## src/rtl/hazard_fwd_unit.sv

```systemverilog
// hazard_fwd_unit
//   Decode register plus a FWD_DEPTH-deep destination tracking pipeline.
//   Produces operand forwarding selects, EX/DM memory controls, a one-cycle
//   load-use stall and a post-jump squash window for the fetch stream.
module hazard_fwd_unit #(
   parameter  int FWD_DEPTH    = 3,
   parameter  int JMP_BUBBLES  = 1,
   parameter  int R0_HARDWIRED = 1,
   localparam int SEL_W        = $clog2(FWD_DEPTH + 1)
) (
   input  logic             clk,
   input  logic             reset,
   input  logic             ins_valid,
   input  logic [31:0]      ins,
   output logic             stall,
   output logic             flush,
   output logic [SEL_W-1:0] fwd_sel_a,
   output logic [SEL_W-1:0] fwd_sel_b,
   output logic [5:0]       op_dec,
   output logic [15:0]      imm,
   output logic             imm_sel,
   output logic             mem_en_ex,
   output logic             mem_rw_ex,
   output logic             mem_mux_sel_dm,
   output logic [4:0]       rw_dm,
   output logic             rw_dm_valid
);

   localparam logic [5:0] OP_LD  = 6'b010100;
   localparam logic [5:0] OP_ST  = 6'b010101;
   localparam logic [5:0] OP_JMP = 6'b011000;

   // RUN: normal flow, STALL: load-use freeze, SQUASH: post-jump kill window
   typedef enum logic [1:0] {M_RUN, M_STALL, M_SQUASH} mode_t;

   function automatic logic is_jump(input logic [5:0] op);
      return (op == OP_JMP) || (op[5:2] == 4'b0111);
   endfunction

   function automatic logic writes_rw(input logic [5:0] op);
      return !((op == OP_ST) || is_jump(op));
   endfunction

   // vld_pipe[0] is the decode slot, vld_pipe[k] tracked stage k
   logic [FWD_DEPTH:0]      vld_pipe;
   logic [31:0]             d_ins;
   logic [FWD_DEPTH:1]      stg_wr;
   logic [FWD_DEPTH:1][4:0] stg_rw;
   logic [5:0]              ex_op;
   logic [5:0]              dm_op;
   logic [1:0]              squash_cnt;
   logic [1:0]              squash_nxt;
   mode_t                   mode;

   logic [5:0]              d_op;
   logic [4:0]              d_rw;
   logic [4:0]              d_ra;
   logic [4:0]              d_rb;
   logic [FWD_DEPTH:1]      hit_a;
   logic [FWD_DEPTH:1]      hit_b;
   logic                    ld_use;
   logic [SEL_W-1:0]        sel_a;
   logic [SEL_W-1:0]        sel_b;

   assign d_op = d_ins[31:26];
   assign d_rw = d_ins[25:21];
   assign d_ra = d_ins[20:16];
   assign d_rb = d_ins[15:11];

   // Per-stage comparators: a stage only forwards a real, non-r0 write
   for (genvar k = 1; k <= FWD_DEPTH; k++) begin : g_match
      logic live;
      assign live     = vld_pipe[k] & stg_wr[k] &
                        ~((R0_HARDWIRED != 0) && (stg_rw[k] == 5'd0));
      assign hit_a[k] = live & (stg_rw[k] == d_ra);
      assign hit_b[k] = live & (stg_rw[k] == d_rb);
   end

   // Youngest matching stage wins: scan oldest to youngest, last hit sticks
   always_comb begin
      sel_a = '0;
      sel_b = '0;
      for (int k = FWD_DEPTH; k >= 1; k--) begin
         if (vld_pipe[0] && hit_a[k]) sel_a = SEL_W'(k);
         if (vld_pipe[0] && hit_b[k]) sel_b = SEL_W'(k);
      end
   end

   // Load in EX feeding the decode operands cannot be forwarded yet
   always_comb begin
      ld_use = vld_pipe[0] & vld_pipe[1] & (ex_op == OP_LD) &
               (hit_a[1] | hit_b[1]);
      if (ld_use)                mode = M_STALL;
      else if (squash_cnt != '0) mode = M_SQUASH;
      else                       mode = M_RUN;
   end

   // Squash counter state register
   always_ff @(posedge clk or posedge reset) begin
      if (reset) squash_cnt <= '0;
      else       squash_cnt <= squash_nxt;
   end

   // Squash next-state: a jump leaving decode reloads, stall freezes,
   // and only real fetched slots count down the window
   always_comb begin
      squash_nxt = squash_cnt;
      if (mode != M_STALL) begin
         if (vld_pipe[0] && is_jump(d_op))
            squash_nxt = 2'(JMP_BUBBLES);
         else if ((mode == M_SQUASH) && ins_valid)
            squash_nxt = squash_cnt - 2'd1;
      end
   end

   // Decode register: hold on stall, bubble while squashing or idle fetch
   always_ff @(posedge clk or posedge reset) begin
      if (reset) begin
         vld_pipe[0] <= 1'b0;
         d_ins       <= '0;
      end else if (mode != M_STALL) begin
         if ((mode == M_SQUASH) || !ins_valid) begin
            vld_pipe[0] <= 1'b0;
            d_ins       <= '0;
         end else begin
            vld_pipe[0] <= 1'b1;
            d_ins       <= ins;
         end
      end
   end

   // Stage 1 takes decode, or a bubble while decode is frozen
   always_ff @(posedge clk or posedge reset) begin
      if (reset) begin
         vld_pipe[1] <= 1'b0;
         stg_wr[1]   <= 1'b0;
         stg_rw[1]   <= '0;
         ex_op       <= '0;
      end else if (mode == M_STALL) begin
         vld_pipe[1] <= 1'b0;
         stg_wr[1]   <= 1'b0;
         stg_rw[1]   <= '0;
         ex_op       <= '0;
      end else begin
         vld_pipe[1] <= vld_pipe[0];
         stg_wr[1]   <= vld_pipe[0] & writes_rw(d_op);
         stg_rw[1]   <= d_rw;
         ex_op       <= d_op;
      end
   end

   // Older stages always advance so a stalled load still reaches DM
   always_ff @(posedge clk or posedge reset) begin
      if (reset) begin
         vld_pipe[FWD_DEPTH:2] <= '0;
         stg_wr[FWD_DEPTH:2]   <= '0;
         stg_rw[FWD_DEPTH:2]   <= '0;
         dm_op                 <= '0;
      end else begin
         for (int k = 2; k <= FWD_DEPTH; k++) begin
            vld_pipe[k] <= vld_pipe[k-1];
            stg_wr[k]   <= stg_wr[k-1];
            stg_rw[k]   <= stg_rw[k-1];
         end
         dm_op <= ex_op;
      end
   end

   // Output decode: decode-slot fields, EX memory controls, DM writeback info
   always_comb begin
      stall          = (mode == M_STALL);
      flush          = (mode == M_SQUASH) & ins_valid;
      fwd_sel_a      = sel_a;
      fwd_sel_b      = sel_b;
      op_dec         = vld_pipe[0] ? d_op : 6'd0;
      imm            = vld_pipe[0] ? d_ins[15:0] : 16'd0;
      imm_sel        = vld_pipe[0] & (d_op[5:3] == 3'b001);
      mem_en_ex      = vld_pipe[1] & ((ex_op == OP_LD) | (ex_op == OP_ST));
      mem_rw_ex      = vld_pipe[1] & (ex_op == OP_ST);
      mem_mux_sel_dm = vld_pipe[2] & (dm_op == OP_LD);
      rw_dm          = vld_pipe[2] ? stg_rw[2] : 5'd0;
      rw_dm_valid    = vld_pipe[2] & stg_wr[2];
   end

endmodule

```

## config.mk

```make
export PLATFORM = sky130hd
export DESIGN_NAME = hazard_fwd_unit
export DESIGN_NICKNAME = d
export VERILOG_FILES = /design/src/rtl/hazard_fwd_unit.sv
export SDC_FILE = /design/constraint.sdc
export NUM_CORES = 1
export LEC_CHECK = 0
export ABC_AREA = 1
export CORE_ASPECT_RATIO = 0.6
export CORE_MARGIN = 4
export CORE_UTILIZATION = 25
export DETAILED_ROUTE_END_ITERATION = 6
export PLACE_DENSITY = 0.55
export SKIP_LAST_GASP = 1
export SLEW_MARGIN = 20
export SYNTH_ARGS = -nofsm -noshare
export SYNTH_HDL_FRONTEND = slang
export SYNTH_SLANG_ARGS = --single-unit
```

## constraint.sdc

```tcl
create_clock -name clk -period 2.6 [get_ports clk]
set_input_delay 0.78 -clock clk [delete_from_list [all_inputs] [get_ports clk]]
set_output_delay 0.78 -clock clk [all_outputs]
set_load 0.01 [all_outputs]
```

After elaboration in Yosys (flattened, before gate mapping) --
Cells that the tools add are included.
Operators by class: add/sub/neg operators 1, equality and inequality tests 16, muxes and demuxes 19, bitwise operators 26, reductions and logical operators 19
Operator list (number):
- two-way mux 32 bit | 1
- == test 5 bit | 6
- == test 6 x 5 -> 1 bit (second input constant) | 5
- bitwise AND 1 bit | 21
- two-way mux 2 bit | 10
- two-way mux 16 bit | 1
- zero test 5 bit | 3
- two-way mux 6 bit | 2
- two-way mux 5 bit | 2
- logical AND 1 bit | 8
- == test 4 x 3 -> 1 bit (second input constant) | 1
- nonzero test 2 bit | 2
- == test 3 x 1 -> 1 bit (second input constant) | 1
- logical OR 1 bit | 3
- two-way mux 1 bit | 3
- inverter 1 bit | 3
- == test 2 x 1 -> 1 bit (second input constant) | 1
- == test 2 bit (second input constant) | 1
- zero test 1 bit | 2
- != test 2 x 1 -> 1 bit (second input constant) | 1
- bitwise OR 1 bit | 2
- AND reduction 2 bit | 1
- subtractor 2 x 1 -> 2 bit (second input constant) | 1
Storage, ports and cells: register bits after elaboration 68, input port bits 35, output and inout port bits 38, logic and storage cells 93

Longest topological paths before layout --
Gate-level depths: netlist of run 1.
depth in word-level cells 11, depth in mapped cells 12, gate-level depth less buffers 11

Least setup slack after synthesis of run 1 --
Ideal clock, no wire load.
path type reg-to-output, start reg stg_rw[0] in the netlist's numbering, end out flush, data arrival time 1294 ps, required time 1820 ps, path slack 526 ps, cell stages (with the launch flop) 11, path buffers 1, cells stage by stage dfrtp_1 -> nor2_1 -> nand3b_1 -> nand2_1 -> inv_1 -> nand3_1 -> nand2_1 -> nand2_2 -> inv_4 -> buf_4 -> nor2_1
Between the ends: cells in the longest elaborated chain, start to end 9, elaborated cells between the ends (all ways) 12, classes of those cells eq/ne (3); mux (1); bitwise (7); reduce/logical (1)
Ends and longest elaborated chain:
- from (decl) | line 48 | logic [FWD_DEPTH:1][4:0] stg_rw;
- zero test 5 bit | line 74 | ~((R0_HARDWIRED != 0) && (stg_rw[k] == 5'd0));
- inverter 1 bit | line 74
- bitwise AND 1 bit | line 73 | assign live = vld_pipe[k] & stg_wr[k] &
- bitwise AND 1 bit (on tied branches) | line 75, 76
- bitwise OR 1 bit (*) | line 92 | (hit_a[1] | hit_b[1]);
- bitwise AND 1 bit (*) | line 91 | ld_use = vld_pipe[0] & vld_pipe[1] & (ex_op == OP_LD) &
- two-way mux 2 bit (*) | line 93 | if (ld_use) mode = M_STALL;
- == test 2 bit (*) | line 172 | flush = (mode == M_SQUASH) & ins_valid;
- bitwise AND 1 bit (*) | line 172
- to (decl) | line 16 | output logic flush,
Every way passes the cells marked *; elsewhere a longest branch is shown, timed or not.

Worst setup path in the final report of run 1 --
start reg stg_rw[8] in the netlist's numbering, end out fwd_sel_b[0]
Between the ends: cells in the longest elaborated chain, start to end 7, elaborated cells between the ends (all ways) 8, classes of those cells eq/ne (1); mux (2); bitwise (3); reduce/logical (2)
Ends and longest elaborated chain:
- from (signal, indexed assignment) | line 163 | stg_rw[k] <= stg_rw[k-1];
- zero test 5 bit | line 74
- inverter 1 bit | line 74
- bitwise AND 1 bit | line 73
- bitwise AND 1 bit (*) | line 76 | assign hit_b[k] = live & (stg_rw[k] == d_rb);
- logical AND 1 bit (*) | line 85 | if (vld_pipe[0] && hit_b[k]) sel_b = SEL_W'(k);
- two-way mux 2 bit (*) (2 in series) | line 85
- to (decl) | line 18 | output logic [SEL_W-1:0] fwd_sel_b,
Marks and branches as above.

==> results by group, run 1 <==
Synth
  • Avg Inst Size Synth: 8.67 um^2
  • Sequential share of the synthesized area: between 40% and 50%
  • Yosys reg bits: between 60 and 70
  • Largest cells by area after synthesis: dfrtp_1, nand2_1, nand3_2
  • Syn_nets: 446
  • Yosys top cell area share: between 40% and 50%
  • Mapped cell area: around 3600 um^2
  • Synth warn: 0
  • Syn Inst Count: 410
  • Synth area leader: dfrtp_1
  • Distinct cells, synth: 31

Global routing
  • Total GRT Usage: 12.3%
  • Largest net degree at the start of global routing: 38
  • First-pass GRT wire length: ~16,000 um
  • Initial antenna violation count: 0
  • Vias in the first global route: around 3,000
  • Global route overflow: 0

Worst hold path
  • Beginning of the worst hold path: ex_op[2]
  • Worst Hold Depth: 0
  • Worst hold path type: flip-flop to flip-flop
  • Hold EP: dm_op[2]

STA
  • Rel. slew slack: a little under two thirds
  • Slew @ Worst Pin: 550 ps
  • Fmax: between 300 and 400 MHz
  • Final hold violations: 0
  • # setup viols final: 0
  • Fin crit share: slightly below 100%
  • RSZ-0062 raised after global routing: true
  • Clock period minus worst slack: 2540 ps
  • Max Slew Vio Count: 0
  • Final Skew: ~7.3 ps

Detailed routing
  • Average wire per standard cell: around 14 um
  • Top Metal Used: met4
  • Routed length on met1: around 4800 um
  • Via count: 2,839
  • Residual DRC: 0
  • DR WL met3: 742 um
  • DRT Wirelength: 9400 um
  • Initial DRC count: 125
  • Via density: about 4
  • Post-route antenna net violation count: 0
  • Met2 WL: about 3700 um
  • DRT Pass-1 Iters: 4

Setup path
  • R2R Path Start: stg_rw[0]
  • Worst reg2reg setup slack: approximately 660 ps
  • Req. time, crit path: ~1800 ps
  • Setup crit end kind: primary output
  • Crit Path Category: flip-flop to primary output
  • CP startpoint kind: flip-flop
  • Worst Reg2Reg Path Length in Cells: 11
  • Worst r2r dst: squash_cnt[1]
  • Critical path arrival: 1760 ps
  • Crit Path Max Fanout: 4

Clocking
  • CTS tree: yes
  • Clk Tree Root Cell: clkbuf_16
  • Clock transition at path regs: roughly 60 ps
  • CTS Hold Bufs: 0
  • H-tree levels: 3
  • Bufs on Longest Clock Path: 2
  • Sink Count: between 60 and 70
  • Clock Latency Late Sink: roughly 330 ps
  • TritonCTS Buffers: 9

Placed design
  • Placed wire-length estimate: ~7000 um
  • Port Buffer Count: slightly above 70
  • Placed cell count: ~670
  • Final GP Congestion: approximately 0.86

Cells and area
  • Most common cell after layout, fill and taps aside: nand2_1
  • P&R area growth vs syn: 36.5%
  • Most frequent cells in the layout: nand2_1, inv_1, clkdlybuf4s50_1
  • Final Non-Filler Cells: roughly 690
  • Multi-input gate area: about 1500 um^2
  • Fin util: 35.2%
  • FF+latch area: 1720 um^2
  • Final #Nets: 531
  • # diodes: 0
  • Share of cells above drive strength 1: 25.5%
  • Fillers: approximately 1,500

Floorplan
  • Core Rows: 33
  • Die area: roughly 16,000 um^2
  • Ports: between 70 and 80
  • Die Height: 100 um
  • Core ar.: roughly 14,000 um^2
  • Initial Utilization: between 20% and 30%
  • Die X: ~160 um

Power
  • Cell area power density: approximately 760 nW/um^2
  • P_leak: between 2 and 3 nW
  • Reg power frac: just over 40%
  • Maximum vdd drop: 0.353 mV
  • Clk pwr share: 32.7%
  • Switching share of power: 32.2%
  • Internal: roughly 0.0025 W
  • Logic pwr share: 27.0%
  • NetSw: ~0.0012 W

Job
  • Max_cap viols: 0

Run status
  • Status: finished, final reports clean
## power by group through the flow
stage	Sequential (W)	Combinational [W]	Clock, W
5_1_grt	0.00151	0.00113	0.00129
6_report	0.00148	0.000995	0.00120
2_1_floorplan	0.00141	0.000671	0
4_1_cts	0.00147	0.000977	0.00124
3_5_place_dp	0.00149	0.000947	0
3_3_place_gp	0.00148	0.000923	0
## timing repair
action | 4_1_cts | 5_1_grt
hold endpoints to repair | 0 | 0
setup endpoints to repair | 7 | 7
resized for setup | 21 | 23
setup buffers | 4 | 1
pin swaps | 1 | 4
## layer usage
layer	vias up	global-route usage, %
li1	1407	-
met1	1329	18.1
met2	91	16.7
met3	12	5.09
met4	0	2.92
met5	-	0
## registers in the layout, summed over array words and instances (netlist names)
register	flops
squash_cnt	2
stg_rw	15
ex_op	6
stg_wr	3
dm_op	6
vld_pipe	4
d_ins	32
## critical path: stages, from the launching register on
cell and delay [ps]:
dfrtp_2 410, buf_4 150, nor2_1 90, nand3_1 70
nand2_1 60, inv_1 60, nand4_1 110, inv_1 50
o21ai_1 150, clkdlybuf4s15_1 260
## worst max path at each step
stage | endpoint | depth (start not counted) | from | slack (ps)
after floorplan | d_ins[0] | 1 | reset | 110
final | fwd_sel_b[0] | 9 | stg_rw[8] | 60
after global routing | fwd_sel_b[0] | 9 | stg_rw[8] | -90
after detailed placement | flush | 4 | ins_valid | -150
after CTS | stall | 6 | ex_op[3] | -40
after global placement | flush | 4 | ins_valid | -160
## layout make-up
type / instances / share of cell area [%]
clock buffers: 11 / 5.00
clock inverters: 4 / 1.03
inverters: 70 / 5.47
multi-input cells: 254 / 30.2
flip-flops and latches: 68 / 35.5
well taps: 192 / 4.95
repair buffers: 92 / 17.9
## cell usage after synthesis
master,instances
dfrtp_1,68
nor3b_2,1
nor2_1,28
clkbuf_1,2
nor4_1,1
inv_4,1
nand2_1,105
buf_1,1
a21boi_0,1
nand3_1,12
ha_1,1
xnor2_1,6
nand3_2,29
inv_1,69
nor3_1,3
nand2b_1,1
o21ai_0,3
xnor2_2,1
buf_12,3
buf_6,5
or2_2,1
nand4_1,10
xor2_1,13
nand3b_1,2
buf_2,2
buf_4,5
a21oi_1,5
nand2_2,28
nor3b_1,1
o22ai_1,1
nor2_2,1
## logic make-up (layout without fill, tap and decap cells)
logic type | Yosys count | count (layout) | share of synthesized area [%]
buffers and inverters | 88 | 177 | 12.4
XOR/XNOR | 20 | 20 | 5.14
AO/OA/AOI/OAI | 10 | 10 | 1.51
flip-flops | 68 | 68 | 47.9
AND/OR/NAND/NOR | 223 | 223 | 32.7
adder cells (fa/ha/maj) | 1 | 1 | 0.352
## through the flow
step	setup slack, ps	setup TNS (ps)	hold WS [ps]	cell area, um^2	power, W
final	60.5	0	377	4850	0.00368
after floorplan	108	0	344	3550	0.00208
after global placement	-163	-166	358	4480	0.00241
after detailed placement	-153	-161	358	4480	0.00243
after CTS	-39.6	-84.4	373	4820	0.00369
after global routing	-92.0	-110	400	4850	0.00393
No activity file was read; power rests on OpenSTA's default activity.
==> inputs of run 2 (changes only) <==
- CORE_UTILIZATION: 25 -> 46
- PLACE_DENSITY: 0.55 -> 0.85
==> run 2 against run 1 <==
- the run now ends with setup timing left
- final area shrank 0.44%
- via count is 3.7% higher
- non-clock buffer count rose by 13
- sequential power about the same
- critical path type unchanged
- highest routed layer unchanged
- clock power is essentially flat
- global-route usage rose by 7.8 points
==> results by group, run 2 (same netlist as run 1, synthesis figures left out) <==
STA
  • Slew @ Worst Pin: ~560 ps
  • WHS: about 370 ps
  • RSZ-0062 raised after global routing: true
  • Final hold violations: 0
  • Final Skew: 8.03 ps
  • Rel. slew slack: 62.6%
  • # setup viols final: 1
  • Max Slew Vio Count: 0
  • Fmax: roughly 370 MHz
  • Setup TNS: -125 ps
  • Clock period minus worst slack: ~2700 ps
  • Setup ws final: -125 ps
  • Fin crit share: 105%

Setup path
  • CP startpoint kind: flip-flop
  • Critical path arrival: approximately 1900 ps
  • Crit Path Max Fanout: 3
  • Critical Path Slowest Stage Cell: dfrtp_1
  • Setup crit end kind: primary output
  • Req. time, crit path: 1820 ps
  • Worst reg2reg setup slack: 590 ps
  • Worst Reg2Reg Path Length in Cells: 11
  • Critical path cell sequence: buf_4 > xor2_1 > a21oi_1 > nand4_1 > buf_4 > buf_4 > inv_1 > o21ai_0 > dlygate4sd2_1
  • Worst r2r dst: squash_cnt[0]
  • Crit Path Category: flip-flop to primary output
  • Slowest stage delay, CP: a little under 400 ps
  • Crit path top cell by count: buf_4
  • R2R Path Start: d_ins[11]

Cells and area
  • Most frequent cells in the layout: nand2_1, inv_1, clkdlybuf4s50_1
  • Largest Register: d_ins
  • Most common cell after layout, fill and taps aside: nand2_1
  • Max reg flops: 32
  • Share of cells above drive strength 1: 26.1%
  • Final Non-Filler Cells: around 620
  • Fillers: roughly 600
  • Largest registers: d_ins x32, stg_rw x15
  • # diodes: 0
  • Final #Nets: between 500 and 600
  • P&R area growth vs syn: 36.0%
  • Cell area after layout: about 4800 um^2

Power
  • Power, Total: between 0.003 and 0.004 W
  • P_leak: roughly 2.7 nW
  • Cell area power density: ~760 nW/um^2
  • Maximum vdd drop: 0.323 mV

Worst hold path
  • Hold EP: dm_op[4]
  • Worst hold path type: flip-flop to flip-flop
  • Worst Hold Depth: 0
  • Beginning of the worst hold path: ex_op[4]

Placed design
  • Placed wire-length estimate: ~6300 um
  • Placed cell count: between 500 and 600
  • Final GP Congestion: between 0.8 and 0.9
  • Port Buffer Count: 72
  • DP Area: between 4000 and 5000 um^2

Clocking
  • Clock transition at path regs: about 60 ps
  • Clk Tree Root Cell: clkbuf_16
  • CTS tree: yes
  • H-tree levels: 3
  • Sink Count: slightly below 70
  • TritonCTS Buffers: 9
  • Clock Latency Late Sink: between 300 and 400 ps
  • Bufs on Longest Clock Path: 2

Job
  • Max_cap viols: 0

Detailed routing
  • DRT Pass-1 Iters: 4
  • Via density: roughly 4.8
  • DRT Wirelength: approximately 8900 um
  • Via count: between 2,000 and 3,000
  • Initial DRC count: 158
  • Average wire per standard cell: around 14 um
  • Residual DRC: 0
  • Post-route antenna net violation count: 0

Floorplan
  • Core Rows: 24
  • Ports: 73
  • Core ar.: approximately 7400 um^2
  • Die area: 9240 um^2
  • Die X: about 120 um
  • Die Height: roughly 76 um
  • Initial Utilization: around 48%

Global routing
  • Global route overflow: 0
  • Initial antenna violation count: 0
  • Vias in the first global route: about 3,000
  • First-pass GRT wire length: between 10,000 and 15,000 um
  • Largest net degree at the start of global routing: 38
  • Total GRT Usage: ~20%

Run status
  • Failing checks: setup timing
  • Status: complete, but fails checks
[run 2: cell type report]
class	count	area [um^2]	share of cell area, %
Clock buffer	10	229	4.74
Clock inverter	6	65.1	1.35
Inverter	70	265	5.49
Multi-Input combinational cell	254	1430	29.6
Sequential cell	68	1720	35.6
Tap cell	104	130	2.69
Timing Repair Buffer	105	993	20.6
[run 2: per-layer routing]
layer | share of wire, % | routed length [um] | global-route usage [%] | vias to the layer above
met3 | 6.7 | 598 | 7.86 | 16
met4 | 1.3 | 117 | 6.15 | 0
met2 | 47 | 4230 | 31.1 | 93
met1 | 45 | 4000 | 26.0 | 1400
li1 | - | - | - | 1436
met5 | 0 | 0 | 0 | -
[run 2: worst max-delay path by stage]
stage                     cells past startpoint  startpoint            to
final                                         9   stg_rw[6]  fwd_sel_b[0]
after floorplan                               1       reset      d_ins[0]
after detailed placement                      4   ins_valid         flush
after global placement                        4   ins_valid         flush
after global routing                          9   stg_rw[5]  fwd_sel_b[0]
after CTS                                     9   d_ins[16]  fwd_sel_a[1]
[run 2: critical path: cells and delay by family, from the launching register on]
family	cells	cell delay, ps
flip-flops	1	390
XOR/XNOR	1	140
AND/OR/NAND/NOR	1	140
buffers and inverters	5	770
AO/OA/AOI/OAI	2	200
[run 2: stage by stage]
stage	util (%)	worst slack, ps
3_3_place_gp	59.0	-151
5_1_grt	65.4	-273
2_1_floorplan	-	108
3_5_place_dp	59.0	-154
6_report	65.4	-125
4_1_cts	63.9	-228
[run 2: power by group]
group	switching [W]	leakage, nW	internal (W)
registers	0.000193	0.896	0.00127
clock network	0.000442	0.142	0.000741
logic	0.000552	1.62	0.000477
total	0.00119	2.66	0.00249
[run 2: repair_timing]
action / CTS / global route
hold buffers: 0 / 0
resized for setup: 19 / 21
setup endpoints to repair: 16 / 9
pin swaps: 5 / 7
buffers inserted: 8 / 11
